==> config.mk <==
export PLATFORM = sky130hd
export DESIGN_NAME = mmio_uart_tx_flat
export DESIGN_NICKNAME = d
export VERILOG_FILES = /design/src/rtl/mmio_uart_tx_if.sv /design/src/rtl/mmio_uart_tx.sv /design/src/flat_wrapper.sv
export SDC_FILE = /design/constraint.sdc
export NUM_CORES = 1
export LEC_CHECK = 0
export BUFFER_PORTS_ARGS = -buffer_cell sky130_fd_sc_hd__buf_2
export CORE_MARGIN = 5
export CORE_UTILIZATION = 42
export DETAILED_ROUTE_END_ITERATION = 10
export GPL_TIMING_DRIVEN = 0
export PLACE_DENSITY = 0.69
export SETUP_SLACK_MARGIN = 0.15
export SYNTH_ARGS = -nofsm -noshare
export SYNTH_HDL_FRONTEND = slang
export SYNTH_SLANG_ARGS = --single-unit
==> constraint.sdc <==
create_clock -name clk -period 3 [get_ports clk]
set_input_delay 0.15 -clock clk [delete_from_list [all_inputs] [get_ports clk]]
set_output_delay 0.15 -clock clk [all_outputs]
set_load 0.01 [all_outputs]
==> src/rtl/mmio_uart_tx_if.sv <==
// CPU data-bus view of the memory-mapped UART transmitter: store strobe,
// address and store data in, address-hit and register read data back.
interface mmio_uart_tx_if;
  logic        write_en;
  logic [31:0] addr;
  logic [31:0] write_data;
  logic        hit;
  logic [31:0] read_data;

  modport master (
    output write_en, addr, write_data,
    input  hit, read_data
  );

  modport slave (
    input  write_en, addr, write_data,
    output hit, read_data
  );
endinterface

==> src/rtl/mmio_uart_tx.sv <==
// Memory-mapped UART transmitter: TXDATA stores fill a FIFO that a frame FSM serializes on tx.
// Optional feature macro: UART_TX_PARITY_EN adds an even-parity bit (8E1 frames).
module mmio_uart_tx #(
  parameter int unsigned CLKS_PER_BIT = 434,
  parameter int unsigned FIFO_DEPTH   = 8,
  parameter logic [31:0] BASE_ADDR    = 32'h0000_1000
) (
  input  logic           clk,
  input  logic           reset,
  mmio_uart_tx_if.slave  bus,
  output logic           tx
);

  localparam int unsigned PTR_W  = $clog2(FIFO_DEPTH);
  localparam int unsigned CNT_W  = PTR_W + 1;
  localparam int unsigned BAUD_W = (CLKS_PER_BIT > 1) ? $clog2(CLKS_PER_BIT) : 1;
  localparam logic [BAUD_W-1:0] BAUD_LAST = BAUD_W'(CLKS_PER_BIT - 1);
  localparam logic [CNT_W-1:0]  CNT_FULL  = CNT_W'(FIFO_DEPTH);
`ifdef UART_TX_PARITY_EN
  localparam logic PARITY_EN = 1'b1;
`else
  localparam logic PARITY_EN = 1'b0;
`endif

  typedef enum logic [2:0] {IDLE, START, DATA, PARITY, STOP} state_t;

  state_t              state;
  logic [7:0]          shift;
  logic [BAUD_W-1:0]   baud_cnt;
  logic [2:0]          bit_idx;
`ifdef UART_TX_PARITY_EN
  logic                parity_bit;
`endif

  logic [7:0]          mem [FIFO_DEPTH];
  logic [PTR_W-1:0]    wr_ptr;
  logic [PTR_W-1:0]    rd_ptr;
  logic [CNT_W-1:0]    count;
  logic                overflow;

  logic                full, empty, busy;
  logic                push, status_wr, accept, pop, baud_last;
  logic [7:0]          pop_data;
  logic                unused_bits;

  // Bus decode: one 8-byte window, addr[2] selects TXDATA/STATUS.
  assign bus.hit   = (bus.addr[31:3] == BASE_ADDR[31:3]);
  assign push      = bus.write_en && bus.hit && !bus.addr[2];
  assign status_wr = bus.write_en && bus.hit &&  bus.addr[2];

  assign full      = (count == CNT_FULL);
  assign empty     = (count == '0);
  assign busy      = (state != IDLE);
  assign baud_last = (baud_cnt == BAUD_LAST);
  assign pop_data  = mem[rd_ptr];

  // A pop only happens on a byte already stored before this edge, so an
  // empty-FIFO push is never consumed in the same cycle.
  assign pop    = !empty && ((state == IDLE) || (state == STOP && baud_last));
  assign accept = push && (!full || pop);

  assign unused_bits = ^{bus.addr[1:0], bus.write_data[31:8]};

  always_comb begin
    // NOTE: default assignment first so no path through this block leaves
    // read_data unassigned, which would otherwise infer a latch.
    bus.read_data = '0;
    if (bus.hit && bus.addr[2])
      bus.read_data = {16'h0, 8'(count), 3'b000, PARITY_EN, overflow, busy, empty, full};
  end

  // NOTE: the FIFO storage has no reset; count and pointers define which
  // entries are valid, so stale contents are never observable.
  always_ff @(posedge clk) begin
    if (accept)
      mem[wr_ptr] <= bus.write_data[7:0];
  end

  // NOTE: all state below uses non-blocking assignments so every register
  // samples pre-edge values, independent of statement order.
  always_ff @(posedge clk or negedge reset) begin
    if (!reset) begin
      wr_ptr   <= '0;
      rd_ptr   <= '0;
      count    <= '0;
      overflow <= 1'b0;
    end else begin
      if (accept)
        wr_ptr <= wr_ptr + PTR_W'(1);
      if (pop)
        rd_ptr <= rd_ptr + PTR_W'(1);
      if (accept && !pop)
        count <= count + CNT_W'(1);
      else if (!accept && pop)
        count <= count - CNT_W'(1);
      if (push && !accept)
        overflow <= 1'b1;
      else if (status_wr)
        overflow <= 1'b0;
    end
  end

  always_ff @(posedge clk or negedge reset) begin
    if (!reset) begin
      state    <= IDLE;
      tx       <= 1'b1;
      shift    <= '0;
      baud_cnt <= '0;
      bit_idx  <= '0;
`ifdef UART_TX_PARITY_EN
      parity_bit <= 1'b0;
`endif
    end else begin
      case (state)
        IDLE: tx <= 1'b1;
        START: begin
          if (baud_last) begin
            baud_cnt <= '0;
            tx       <= shift[0];
            state    <= DATA;
          end else begin
            baud_cnt <= baud_cnt + BAUD_W'(1);
          end
        end
        DATA: begin
          if (baud_last) begin
            baud_cnt <= '0;
            if (bit_idx == 3'd7) begin
`ifdef UART_TX_PARITY_EN
              tx    <= parity_bit;
              state <= PARITY;
`else
              tx    <= 1'b1;
              state <= STOP;
`endif
            end else begin
              shift   <= shift >> 1;
              bit_idx <= bit_idx + 3'd1;
              tx      <= shift[1];
            end
          end else begin
            baud_cnt <= baud_cnt + BAUD_W'(1);
          end
        end
`ifdef UART_TX_PARITY_EN
        PARITY: begin
          if (baud_last) begin
            baud_cnt <= '0;
            tx       <= 1'b1;
            state    <= STOP;
          end else begin
            baud_cnt <= baud_cnt + BAUD_W'(1);
          end
        end
`endif
        STOP: begin
          if (baud_last) begin
            baud_cnt <= '0;
            tx       <= 1'b1;
            state    <= IDLE;
          end else begin
            baud_cnt <= baud_cnt + BAUD_W'(1);
          end
        end
        default: begin
          tx    <= 1'b1;
          state <= IDLE;
        end
      endcase

      // Loading a byte overrides the case above; from STOP this chains the
      // next start bit straight after the last stop cycle.
      if (pop) begin
        shift    <= pop_data;
        baud_cnt <= '0;
        bit_idx  <= '0;
        tx       <= 1'b0;
        state    <= START;
`ifdef UART_TX_PARITY_EN
        parity_bit <= ^pop_data;
`endif
      end
    end
  end

endmodule

==> src/flat_wrapper.sv <==
// flat-port wrapper written by rule: the top's interface ports become plain ports
module mmio_uart_tx_flat 
#(
  parameter int unsigned CLKS_PER_BIT = 434,
  parameter int unsigned FIFO_DEPTH   = 8,
  parameter logic [31:0] BASE_ADDR    = 32'h0000_1000
)
  (clk, reset, tx, bus_write_en, bus_addr, bus_write_data, bus_hit, bus_read_data);
  mmio_uart_tx_if bus_i ();
  input  logic clk;
  input  logic reset;
  output logic tx;
  input wire logic [$bits(bus_i.write_en)-1:0] bus_write_en;
  input wire logic [$bits(bus_i.addr)-1:0] bus_addr;
  input wire logic [$bits(bus_i.write_data)-1:0] bus_write_data;
  output wire logic [$bits(bus_i.hit)-1:0] bus_hit;
  output wire logic [$bits(bus_i.read_data)-1:0] bus_read_data;
  assign bus_i.write_en = bus_write_en;
  assign bus_i.addr = bus_addr;
  assign bus_i.write_data = bus_write_data;
  assign bus_hit = bus_i.hit;
  assign bus_read_data = bus_i.read_data;
  mmio_uart_tx #(.CLKS_PER_BIT(CLKS_PER_BIT), .FIFO_DEPTH(FIFO_DEPTH), .BASE_ADDR(BASE_ADDR)) u_core (.clk(clk), .reset(reset), .bus(bus_i), .tx(tx));
endmodule
==> impl_metrics.ini <==
[outcome]
status = complete, no violations

[synth]
yosys-top-cells-area = edfxtp_1 (41%), dfrtp_1 (18%), mux4_2 (7.8%), buf_4 (4.0%), ha_1 (2.4%)
ys_seq_area_share_pct = 60.4
synth.avg_cell_area_um2 = 13.9
yosysTopAreaCellShare_pct = 41.5
synth_cell_types = 50
synth_edf_count = 64
synth-seq-cells = 99
synth_warnings = 0
synth_cells = 333
async_flop_share_pct = 35.4
syn_area_mm2 = 0.00463
synth_top_flop_cell = edfxtp_1
synth.largest_area_cell = edfxtp_1

[routing]
post-route-drc-count = 0
wl_per_cell_um = 15.5
viasPerCell = 5.03
vias = 2912
wl_met3_um = 455
drt_iter0_markers = 124
wirelength_um = 8960
ant_nets = 0
route.met2.wl_um = 4670
routed.top_layer = met4
drtPass1Iterations = 4
drt-met1-wl_um = 3760

[grt]
grt_max_degree = 36
grt_pass1_wl_um = 14800
antenna_found_initial = 0
overflow = 0
first_global_vias = 2969
grtUsageTotal_pct = 14.3

[worst_setup_path]
crit_path_end_kind = flip-flop
crit_type = flip-flop to flip-flop
cp-start-kind = flip-flop
cp.required_ns = 3.27
crit_path_max_fanout = 9
arrival_ns = 2.95

[clock_tree]
cts_tree = done
cts_made_buffers = 9
clock_sinks = 99
cts-root-buf = clkbuf_8
clk_path_buf_depth = 2
insertion_delay_ns = 0.37
htree_num_levels = 3
clk_pin_slew_ns = 0.10

[layout]
fin_nets = 511
fin_area_mm2 = 0.00551
final_cell_mix = edfxtp_1 (64), buf_2 (54), buf_4 (40)
final_common_cell = edfxtp_1
drive_above_1_share_pct = 34.2
syn_to_final_growth_pct = 19.0
fin_cells = 579
n_antenna_cell = 0

[die]
rows = 38
core_mm2 = 0.0108
start_util_pct = 42.8
die_h_um = 115
dieArea_mm2 = 0.0132
io_pins = 101
die_w_um = 115

[min_path]
hp-class = input pin to flip-flop

[sta]
setup_viol = 0
rsz0062_at_grt = false
worst_pin_slew_ns = 0.925
min_period_over_period_pct = 89.2
skew_ns = 0.0148
finalMaxSlewViolations = 0
finalHoldViolCount = 0
period_needed_ns = 2.68
relSlewSlack_pct = 38.1
fmax_ghz = 0.374

[placement]
place_inst = 548
placement.io_buffers = 50
place.gp.congestion = 0.770
dp_hpwl_um = 6240
placed_cell_area_mm2 = 0.00518

[power]
p_leak_nw = 2.13
cellPowerDensity_mw_per_mm2 = 426
max-vdd-ir-drop_v = 0.000369

[run]
drv_cap = 0
[synth_stat cells (all sizes together) (2+ instances only)]
cell,n
nand4,3
clkbuf,2
xnor2,8
ha,9
a21o,2
nand3,10
nand2,27
nor4,8
mux2,2
mux2i,9
buf,35
mux4,16
o21ai,20
nor2b,5
o221a,7
a31oi,3
nor2,16
o31ai,3
a21oi,3
edfxtp,64
nand2b,5
xor2,2
nor3,9
inv,5
dfrtp,34
and3,11
[cell type report]
cell class | instances | area [µm²]
plain buffers | 37 | 269
clock inverters | 7 | 57.6
clock buffers | 9 | 124
multi-input cells | 215 | 1680
inverters | 5 | 26.3
flip-flops and latches | 99 | 2800
well taps | 140 | 175
repair buffers | 67 | 383
fillers | 963 | 5330
[where the power goes]
group	internal [W]	switching, W	leakage, nW
clock	0.000314	0.000488	0.0886
sequential	0.00145	0.00000000000595	1.00
combinational	0.0000424	0.0000487	1.03
[cell families (layout without fill, tap and decap cells)]
family | count (synthesis) | after routing | share of synthesized area [%]
DFF | 99 | 99 | 60.4
buffers and inverters | 42 | 125 | 6.37
other | 1 | 24 | 0.0809
adders and majority gates | 10 | 10 | 2.86
xor gates and xnor gates | 10 | 10 | 1.89
and+or+nand+nor | 101 | 101 | 11.7
muxes | 27 | 27 | 10.2
AOI/OAI and AO/OA | 43 | 43 | 6.45
[registers in the layout, summed over array words and instances, names as in the netlist]
signal,count
u_core.bit_idx,3
u_core.state,3
u_core.count,4
u_core.mem,64
u_core.overflow,1
u_core.shift,8
u_core.baud_cnt,9
u_core.wr_ptr,3
u_core.tx,1
u_core.rd_ptr,3
[routing by layer]
metal	GRT usage, %	vias to the layer above
li1	-	1412
met3	3.79	10
met1	17.7	1438
met2	25.1	52
met5	0	-
met4	3.60	0
[metrics by stage]
stage	TNS (ns)	utilization [%]	hold slack [ns]	power [W]	worst slack, ns
after detailed placement	-2.59	47.8	0.285	0.00157	-0.143
after global routing	0	50.9	0.0343	0.00244	0.170
after global placement	-7.86	47.5	0.274	0.00157	-0.454
after floorplan	0	-	-0.146	0.00152	0.372
final	0	50.9	0.0464	0.00235	0.324
after CTS	0	50.0	0.0255	0.00237	0.168
[worst paths after layout]
check                           depth (start not counted)              start                 to  slack (ns)
min in group asynchronous                               2              reset    u_core.count[0]        0.39
worst min register to register                          1  u_core.bit_idx[0]  u_core.bit_idx[0]        0.49
worst max-delay path                                   12    u_core.count[1]    u_core.count[3]        0.32
worst max register to register                         12    u_core.count[1]    u_core.count[3]        0.32
worst min-delay path                                    1  bus_write_data[5]   u_core.mem[4][5]        0.05
max in group asynchronous                               2              reset    u_core.count[2]        2.06
[critical path, stage by stage (launching register included)]
cell	delay, ns
dfrtp_2	0.45
or4_4	0.56
and3_1	0.20
buf_6	0.14
inv_8	0.08
ha_4	0.14
inv_1	0.07
ha_1	0.28
a21o_1	0.19
a21oi_2	0.14
xnor2_1	0.13
nor2_1	0.06
xor2_1	0.13
[repair_timing]
item,CTS,global route
endpoints found under the hold margin,35,0
setup endpoints to repair,25,4
hold buffers,2,0
buffers inserted,3,10
gates resized for setup,3,6
pin swaps,1,3
Power figures use the tool's default switching activity.
